[config.mk]
export PLATFORM = sky130hd
export DESIGN_NAME = dmem_arbiter
export DESIGN_NICKNAME = d
export VERILOG_FILES = /design/src/rtl/dmem_arbiter.sv
export SDC_FILE = /design/constraint.sdc
export NUM_CORES = 1
export LEC_CHECK = 0
export BUFFER_PORTS_ARGS = -buffer_cell sky130_fd_sc_hd__buf_2
export CAP_MARGIN = 20
export CORE_AREA = 2 2 92 94
export DETAILED_ROUTE_END_ITERATION = 8
export DIE_AREA = 0 0 94 96
export SLEW_MARGIN = 30
export SYNTH_ARGS = -nofsm -noshare
export SYNTH_HDL_FRONTEND = slang
export SYNTH_SLANG_ARGS = --single-unit
[constraint.sdc]
create_clock -name clk -period 1.9 [get_ports clk]
set_clock_uncertainty 0.1 [all_clocks]
set_input_delay 0.285 -clock clk [delete_from_list [all_inputs] [get_ports clk]]
set_output_delay 0.285 -clock clk [all_outputs]
set_load 0.05 [all_outputs]
[src/rtl/dmem_arbiter.sv]
// dmem_arbiter: two-port single-cycle data memory arbiter.
//   Port 0 is the CPU load/store port. Port 1 is the debug/loader port, which
//   can hold the memory for a burst with lock1. A burst is cut short after
//   MAX_LOCK grants whenever port 0 is waiting.
//   Grants are combinational from the requests and the registered arbitration
//   state. Read responses come back one cycle after the grant.
// Ports:
//   clk, rst                         clock, synchronous active-high reset
//   req0/we0/addr0/wdata0            port 0 request, write enable, address, write data
//   gnt0, rvalid0/rdata0             port 0 grant and read response
//   req1/we1/addr1/wdata1/lock1      port 1 request, write enable, address, write data, burst lock
//   gnt1, rvalid1/rdata1             port 1 grant and read response
//   mem_en/mem_we/mem_addr/mem_wdata memory access strobe and payload
//   mem_rdata                        memory read data, one cycle after a read strobe
//   cpu_stall                        port 0 is requesting but not granted
// Configuration macro:
//   DMEM_ARB_FIXED_PRIO_EN  port 0 always wins contention and the lock is removed
module dmem_arbiter #(
  parameter int unsigned AWIDTH   = 10,
  parameter int unsigned DWIDTH   = 32,
  parameter int unsigned MAX_LOCK = 16
) (
  input  logic              clk,
  input  logic              rst,
  input  logic              req0,
  input  logic              we0,
  input  logic [AWIDTH-1:0] addr0,
  input  logic [DWIDTH-1:0] wdata0,
  output logic              gnt0,
  output logic              rvalid0,
  output logic [DWIDTH-1:0] rdata0,
  input  logic              req1,
  input  logic              we1,
  input  logic [AWIDTH-1:0] addr1,
  input  logic [DWIDTH-1:0] wdata1,
  input  logic              lock1,
  output logic              gnt1,
  output logic              rvalid1,
  output logic [DWIDTH-1:0] rdata1,
  output logic              mem_en,
  output logic              mem_we,
  output logic [AWIDTH-1:0] mem_addr,
  output logic [DWIDTH-1:0] mem_wdata,
  input  logic [DWIDTH-1:0] mem_rdata,
  output logic              cpu_stall
);

  logic resp_pend;
  logic resp_port;

`ifdef DMEM_ARB_FIXED_PRIO_EN
  // The lock input is accepted but has no effect in this build.
  logic unused_lock1;
  assign unused_lock1 = lock1;

  // Fixed priority: port 1 only when port 0 is idle.
  always_comb begin
    gnt0 = 1'b0;
    gnt1 = 1'b0;
    if (!rst) begin
      gnt0 = req0;
      gnt1 = req1 && !req0;
    end
  end
`else
  localparam int unsigned CW = $clog2(MAX_LOCK + 1);

  logic          last_gnt;
  logic [CW-1:0] lock_cnt;
  logic          lock_hold;

  // Port 1 keeps the memory while its burst is under the limit. A nonzero
  // lock_cnt implies port 1 had the last grant, so once the limit is reached
  // round-robin naturally hands the next contended cycle to port 0.
  assign lock_hold = last_gnt && req1 && lock1 && (lock_cnt < CW'(MAX_LOCK));

  // Arbitration: lock first, then round-robin against last_gnt.
  always_comb begin
    gnt0 = 1'b0;
    gnt1 = 1'b0;
    if (!rst) begin
      if (lock_hold) begin
        gnt1 = 1'b1;
      end else if (req0 && req1) begin
        gnt0 = last_gnt;
        gnt1 = !last_gnt;
      end else begin
        gnt0 = req0;
        gnt1 = req1;
      end
    end
  end

  // Arbitration state: last winner and saturating burst length.
  always_ff @(posedge clk) begin
    if (rst) begin
      last_gnt <= 1'b1;
      lock_cnt <= '0;
    end else begin
      if (gnt0) begin
        last_gnt <= 1'b0;
      end else if (gnt1) begin
        last_gnt <= 1'b1;
      end
      // Any port-0 grant, unlocked cycle or idle cycle breaks the burst.
      if (gnt1 && lock1) begin
        if (lock_cnt != CW'(MAX_LOCK)) begin
          lock_cnt <= lock_cnt + CW'(1);
        end
      end else begin
        lock_cnt <= '0;
      end
    end
  end
`endif

  // Memory request mux; the bus is driven to zero when nobody is granted.
  always_comb begin
    mem_en    = 1'b0;
    mem_we    = 1'b0;
    mem_addr  = '0;
    mem_wdata = '0;
    if (gnt0) begin
      mem_en    = 1'b1;
      mem_we    = we0;
      mem_addr  = addr0;
      mem_wdata = wdata0;
    end else if (gnt1) begin
      mem_en    = 1'b1;
      mem_we    = we1;
      mem_addr  = addr1;
      mem_wdata = wdata1;
    end
  end

  // Remember which port owns the read data returning next cycle.
  always_ff @(posedge clk) begin
    if (rst) begin
      resp_pend <= 1'b0;
      resp_port <= 1'b0;
    end else begin
      resp_pend <= (gnt0 && !we0) || (gnt1 && !we1);
      resp_port <= gnt1;
    end
  end

  // Gating with rst drops a response whose read was granted just before reset.
  always_comb begin
    rvalid0 = !rst && resp_pend && !resp_port;
    rvalid1 = !rst && resp_pend && resp_port;
    rdata0  = rvalid0 ? mem_rdata : '0;
    rdata1  = rvalid1 ? mem_rdata : '0;
  end

  assign cpu_stall = req0 && !gnt0 && !rst;

endmodule

* Word level (Yosys, flattened, before mapping) *
Index checks and enable logic that the tools add are counted.

storage, ports and cells
  register bits after elaboration = 8
  input port bits = 123
  output and inout port bits = 113
  word-level logic and storage cells = 47

operators by class
  reduce and logical (&&, ||, !) cells = 21
  bitwise logic cells = 1
  magnitude comparators = 1
  multiplexer cells = 18
  $add $sub $neg = 1
  equality and inequality tests = 1

operators with widths
  cell                 number
  $mux 32              4
  $mux 10              2
  $logic_and 1x1->1    12
  $mux 1               12
  $logic_not 1->1      6
  $add 5x1->5 const B  1
  $lt 5x5->1 const B   1
  $ne 5x5->1 const B   1
  $reduce_bool 2->1    1
  $reduce_or 2->1      1
  $logic_or 1x1->1     1
  $not 1->1            1

* Depth between registers and ports, before layout *
Gate-level depths: netlist (run 1).

  depth in word-level cells = 8
  gate-level depth with buffers = 5
  mapped depth without buffers = 5

* Least setup slack after synthesis (run 1) *
Ideal clock, no wire load.

  path kind = register to output
  from = register resp_pend
  to = output port rdata0[22]
  data arrival time = 1.788 ns
  setup slack = -0.273 ns
  required time = 1.515 ns
  stages on the path, launching flop included = 4
  path through = dfxtp_1 -> nor3b_1 -> clkbuf_1 -> and2_1

on the way
  cells in the longest elaborated chain, start to end = 3

ends and longest elaborated chain
  element                          RTL line  source
  start: declaration               48        logic resp_pend;
  start signal: assignment         142       resp_pend <= (gnt0 && !we0) || (gnt1 && !we1);
  $logic_and 1x1->1 (2 in series)  149       rvalid0 = !rst && resp_pend && !resp_port;
  via rvalid0                      30        output logic rvalid0,
  $mux 32                          151       rdata0 = rvalid0 ? mem_rdata : '0;
  end: declaration                 31        output logic [DWIDTH-1:0] rdata0,

The timed path passes the listed nets, and every way through them passes these cells.

* Final worst setup path (run 1) *
  from = register lock_cnt[4]
  to = output port mem_wdata[23]

on the way
  cells in the longest elaborated chain, start to end = 6
  elaborated cells on any way between the ends = 8
  classes of those cells = order compare: 1; mux: 6; reduce/logical: 1

ends and longest elaborated chain
  element                   RTL line  source
  start: declaration        69        logic [CW-1:0] lock_cnt;
  start signal: assignment  108       lock_cnt <= lock_cnt + CW'(1);
  $lt 5x5->1 (*)            75        assign lock_hold = last_gnt && req1 && lock1 && (lock_cnt < CW'(MAX_LOCK));
  $logic_and 1x1->1 (*)     75
  $mux 1                    82        if (lock_hold) begin
  $mux 1                    81        if (!rst) begin
  $mux 32                   128       end else if (gnt1) begin
  $mux 32 (*)               123       if (gnt0) begin
  end: declaration          43        output logic [DWIDTH-1:0] mem_wdata,

Mark *: on every way between the ends. The rest lies on a longest branch, timed or not.

==> impl_metrics.tcl, run 1 <==
set metrics [dict create \
    antenna_cells 0 \
    clkSinkCount 8 \
    synth-seq-cells 8 \
    drc 0 \
    period_minus_slack_ns 1.99 \
    setup_viol 43 \
    max_slew.worst_pin.slew_ns 0.265 \
    slew_headroom 0.825 \
    min_period_over_period 1.05 \
    r2r-start "lock_cnt[4]$_SDFFE_PP0N_" \
    seq_area_frac_synth 0.121 \
    grt_pass1_vias 1937 \
    synth_edf_count 0 \
    wl_per_cell_um 13.0 \
    syn_area_um2 1320 \
    worst_ep_required_time_ns 1.51 \
    synthMuxAreaShare 0.00759 \
    initial_utilization 0.164 \
    status "finished with violations" \
    antenna_found_initial 0 \
    worst_setup_path_end_kind "output pin" \
    synth-compound-area-share 0.340 \
    final_layout_size_suffix_gt1_frac 0.749 \
    cp-startpoint "lock_cnt[4]$_SDFFE_PP0N_" \
    netlist_instances 168 \
    synth.most_common_cell "and2_1" \
    grt_max_degree 47 \
    crit_fanout 46 \
    clkLatencyLatePin_ns 0.23 \
    dr.pass1.iters 4 \
    synth_area_leaders "and2_1 (30%), a22o_1 (23%), dfxtp_1 (12%)" \
    rsz0062_at_grt "yes" \
    synth.top_cell.area_share 0.304 \
    root_buffer "clkbuf_8" \
    overflow 0 \
    regToRegSetupSlack_ns 0.48 \
    reg2regPathDepth 4 \
    p_per_area_nw_per_um2 397 \
    synth_ff_type "dfxtp_1" \
    gp_congestion 0.799 \
    synth_simple_gate_area_frac 0.389 \
    cts_buffers 3 \
    cts_tree "done" \
    synthAdderAreaFrac 0.0190 \
    syn_nets 293 \
    drtIter0Drc 22 \
    yosys_warnings 0 \
    arrival_ns 1.60 \
    max_freq_mhz 503 \
    dp_hpwl_mm 5.22 \
    port_buffers 235 \
    finalNonFillerCells 507 \
    die_x_um 94 \
    crit_path_end "mem_wdata[23]" \
    synthDistinctLibCells 26 \
    hold_violations 0 \
    crit_type "flop to output pin" \
    pin_count 236 \
    worstSetupStartpointType "flop" \
    ant_nets 0 \
    syn2layout_area_growth_pct 134 \
    dp_cells 500 \
    synthArstFlopShare 0 \
    p_leak_uw 0.00177 \
    grt_pass1_wl_mm 8.74 \
    yosys-top-cells-count "and2_1 (64), a22o_1 (35), a22o_2 (9), dfxtp_1 (8), nor2_1 (7)" \
    synth_top_family_by_area "simple AND/OR/NAND/NOR gates" \
    via_count 2191 \
    worst_slack_ns -0.0887 \
    avgViaCountPerCell 4.32 \
    synth_xor_area_frac 0.0266 \
    drv_slew 0 \
    peakVddDrop_v 0.000284 \
    wl_mm 6.60 \
    std_cell_rows 33 \
    grt_use_total 0.121 \
    min_path_type "input port to flop" \
    core-area_um2 8050 \
    syn_avg_cell_area_um2 7.85 \
    cts-htree-levels 1 \
    synth_area_leader_cell "and2_1" \
    path_clk_slew_ns 0.04 \
    tns_ns -3.24 \
    die_h_um 96 \
    design.die.area_um2 9020 \
    clockBufferDepth 2 \
    fin_nets 529 \
    timing.rr.end "resp_pend$_SDFF_PP0_" \
    maxCapViolCount 0 \
    violations "negative setup slack" \
]
-- where the power goes --
part / switching [uW] / internal [uW] / total (uW)
Sequential: 4.59 / 175 / 179
Clock: 66.0 / 137 / 203
Combinational: 503 / 342 / 844
Total: 573 / 654 / 1230
-- critical path, stage by stage (launching register included) --
cell      delay, ns
dfxtp_1        0.30
nand2b_4       0.16
o2111a_1       0.27
buf_12         0.19
a22o_2         0.29
buf_6          0.15
-- final cells by class --
type | count | area (um2)
fill | 848 | 4960
timing repair buffer | 246 | 1650
multi-input combinational | 139 | 1080
sequential | 8 | 161
tap | 105 | 131
clock buffer | 3 | 41.3
inverter | 6 | 22.5
-- stage by stage --
stage / util / hold WS [ns] / power [uW] / setup slack, ns / instance area, um2
floorplan: - / 0.257 / 672 / -0.0189 / 1370
detailed placement: 0.340 / 0.430 / 921 / 0.0286 / 2740
CTS: 0.377 / 0.224 / 1220 / -0.101 / 3040
global route: 0.384 / 0.239 / 1290 / -0.145 / 3090
finish: 0.384 / 0.228 / 1230 / -0.0887 / 3090
global placement: 0.340 / 0.423 / 914 / 0.0610 / 2740
-- per-layer routing --
metal	vias to the layer above	share of wire	global-route usage	wire, um
met2	138	0.54	0.255	3530
met1	983	0.36	0.117	2340
met5	-	0	0	0
met3	2	0.11	0.0329	709
li1	1068	-	-	-
met4	0	0.0021	0.0217	14
-- what timing repair did --
| item | CTS | global route |
|---|---|---|
| setup buffers | 0 | 2 |
| cloned | 0 | 2 |
| setup endpoints to repair | 45 | 45 |
| hold endpoints to repair | 0 | 0 |
| resized for setup | 84 | 0 |
| hold buffers | 0 | 0 |
| pin swaps | 0 | 1 |
-- registers in the layout (all words and copies together), names as in the netlist --
register,count
lock_cnt,5
resp_port,1
resp_pend,1
last_gnt,1
-- logic make-up (layout without fill, tap and decap cells) --
logic type               after synthesis  count (layout)
AND/OR/NAND/NOR                       84              84
AO/OA/AOI/OAI                         48              48
buffers and inverters                 21             255
flip-flops                             8               8
XOR/XNOR                               4               4
adder cells (fa/ha/maj)                2               2
multiplexers                           1               1
-- worst min path at each step --
stage | to | start | depth (start not counted) | slack (ns)
detailed placement | lock_cnt[3]$_SDFFE_PP0N_ | lock_cnt[3]$_SDFFE_PP0N_ | 2 | 0.43
global route | last_gnt$_SDFFE_PP1P_ | req1 | 3 | 0.24
CTS | last_gnt$_SDFFE_PP1P_ | req1 | 3 | 0.22
global placement | lock_cnt[3]$_SDFFE_PP0N_ | lock_cnt[3]$_SDFFE_PP0N_ | 2 | 0.42
finish | last_gnt$_SDFFE_PP1P_ | req1 | 3 | 0.23
floorplan | resp_port$_SDFF_PP0_ | rst | 1 | 0.26
-- cells in the final DEF (no fill, tap or decap) --
master,n
clkbuf_8,3
and3_1,1
a311oi_4,1
nand3_1,4
mux2i_1,1
nor2b_1,1
dfxtp_1,7
inv_1,6
nor2_1,7
buf_6,42
and2_1,56
nand2b_1,1
buf_12,8
buf_4,6
a22o_2,39
xor2_1,2
clkbuf_16,1
and2_2,8
dfxtp_2,1
nand2_1,1
and4bb_2,1
xnor2_1,2
a22o_1,5
nor3_1,2
buf_2,189
ha_1,2
a21oi_1,1
nor3b_2,1
nand2b_4,1
a311oi_1,1
o2111a_1,1
No activity file was read; power rests on OpenSTA's default activity.
==> run 2, diff against run 1 <==
CORE_AREA = 3 3 90 92   (was 2 2 92 94)
DIE_AREA = 0 0 93 95   (was 0 0 94 96)
==> impl_metrics.tcl, run 2 (synthesis gave the netlist of run 1 again) <==
set metrics [dict create \
    grt_use_total 0.148 \
    overflow 0 \
    slew_headroom 0.822 \
    min_period_over_period 1.06 \
    mostFrequentLayoutCell "buf_2" \
    die_x_um 93 \
    tns_ns -4.30 \
    place_area_um2 2660 \
    wl_mm 7.91 \
    pin_count 236 \
    core-area_um2 7290 \
    worst_setup_path_end_kind "output pin" \
    clockBufferDepth 2 \
    gp_congestion 0.687 \
    clkLatencyLatePin_ns 0.23 \
    place_ws_ns 0.00828 \
    status "finished with violations" \
    drtIter0Drc 13 \
    final_core_util 0.449 \
    crit_type "flop to output pin" \
    clock_power_share 0.158 \
    via_count 2239 \
    hold_violations 0 \
    p_comb_frac 0.705 \
    critPathSlowestCell "o2111a_2" \
    dp_hpwl_mm 5.83 \
    peakVddDrop_v 0.000321 \
    layout_common_cells "buf_2 (190), and2_1 (56), buf_6 (32)" \
    switchingPower_uw 605 \
    period_minus_slack_ns 2.01 \
    arrival_ns 1.63 \
    design.die.area_um2 8840 \
    drv_slew 0 \
    root_buffer "clkbuf_8" \
    largest_reg_flops 5 \
    cts_tree "done" \
    top_register "lock_cnt" \
    fin_nets 533 \
    ant_nets 0 \
    cts_buffers 3 \
    drc 0 \
    maxCapViolCount 0 \
    dr.pass1.iters 4 \
    antenna_found_initial 0 \
    avgViaCountPerCell 4.43 \
    regToRegSetupSlack_ns 0.50 \
    initial_utilization 0.181 \
    cts-htree-levels 1 \
    critPathBufInv 2 \
    worst_ep_required_time_ns 1.51 \
    critical-path-top-delay-family "compound AO/OA/AOI/OAI gates" \
    worstSetupStartpointType "flop" \
    syn2layout_area_growth_pct 148 \
    final_layout_size_suffix_gt1_frac 0.754 \
    grt_pass1_wl_mm 10.5 \
    path_cells "nand2b_4, o2111a_2, clkbuf_16, a22o_2, buf_6" \
    power_frac_seq 0.137 \
    max_freq_mhz 497 \
    min_path_type "input port to flop" \
    p_leak_uw 0.00187 \
    slowest_delay_ns 0.32 \
    intPower_uw 702 \
    crit_fanout 12 \
    violations "negative setup slack" \
    max_slew.worst_pin.slew_ns 0.266 \
    p_per_area_nw_per_um2 399 \
    setup_viol 43 \
    port_buffers 235 \
    die_h_um 95 \
    clkSinkCount 8 \
    worst_slack_ns -0.112 \
    holdWs_ns 0.243 \
    std_cell_rows 31 \
    cts-hold-fix-buffers 0 \
    wl_per_cell_um 15.7 \
    final_cell_area_um2 3270 \
    path_clk_slew_ns 0.04 \
    rsz0062_at_grt "yes" \
    grt_max_degree 47 \
    antenna_cells 0 \
    grt_pass1_vias 2191 \
    p_sw_frac 0.463 \
]
-- run 2: changes by cell type in the layout (fill, tap and decap cells not counted), sizes merged --
cell    previous run  this run
buf              245       248
clkbuf             4         5
-- run 2: final timing paths --
path              cells after the start                       end                      from
setup / recovery                      5             mem_wdata[27]  lock_cnt[4]$_SDFFE_PP0N_
hold / removal                        3     last_gnt$_SDFFE_PP1P_                      req1
setup reg to reg                      4      resp_pend$_SDFF_PP0_  lock_cnt[4]$_SDFFE_PP0N_
hold reg to reg                       2  lock_cnt[1]$_SDFFE_PP0N_  lock_cnt[1]$_SDFFE_PP0N_
-- run 2: power by group through the flow --
| stage | Combinational (uW) | Clock [uW] | Sequential [uW] |
|---|---|---|---|
| 2_1_floorplan | 491 | 0 | 181 |
| 3_3_place_gp | 724 | 0 | 182 |
| 3_5_place_dp | 731 | 0 | 182 |
| 4_1_cts | 873 | 213 | 179 |
| 5_1_grt | 963 | 219 | 180 |
| 6_report | 921 | 206 | 179 |
-- run 2: layer usage --
layer / share of wire / track usage / routed length [um]
met5: 0 / 0 / 0
met4: 0.011 / 0.0342 / 85
met3: 0.097 / 0.0351 / 766
met2: 0.53 / 0.281 / 4210
met1: 0.36 / 0.166 / 2850
-- run 2: timing repair --
item                                    CTS  global route
cloned                                    2             3
setup buffers                             2             2
pin swaps                                 1             4
resized for setup                       102            21
endpoints found under the setup margin   45            45
-- run 2: worst reg2reg max path: stages, from the launching register on --
cell	delay [ns]
dfxtp_1	0.30
nand2b_4	0.16
o2111a_2	0.32
buf_8	0.17
a22o_1	0.24
-- run 2: cell type report --
class	count	area (um2)
well taps	99	124
repair buffers	250	1770
multi-input cells	139	1150
clock buffers	3	41.3
flip-flops and latches	8	161
fillers	727	4020
inverters	6	22.5
-- run 2: per-stage QoR --
| step | std cells | total power, uW |
|---|---|---|
| global placement | 493 | 906 |
| global route | 505 | 1360 |
| CTS | 500 | 1260 |
| finish | 505 | 1310 |
| floorplan | 168 | 672 |
| detailed placement | 493 | 913 |
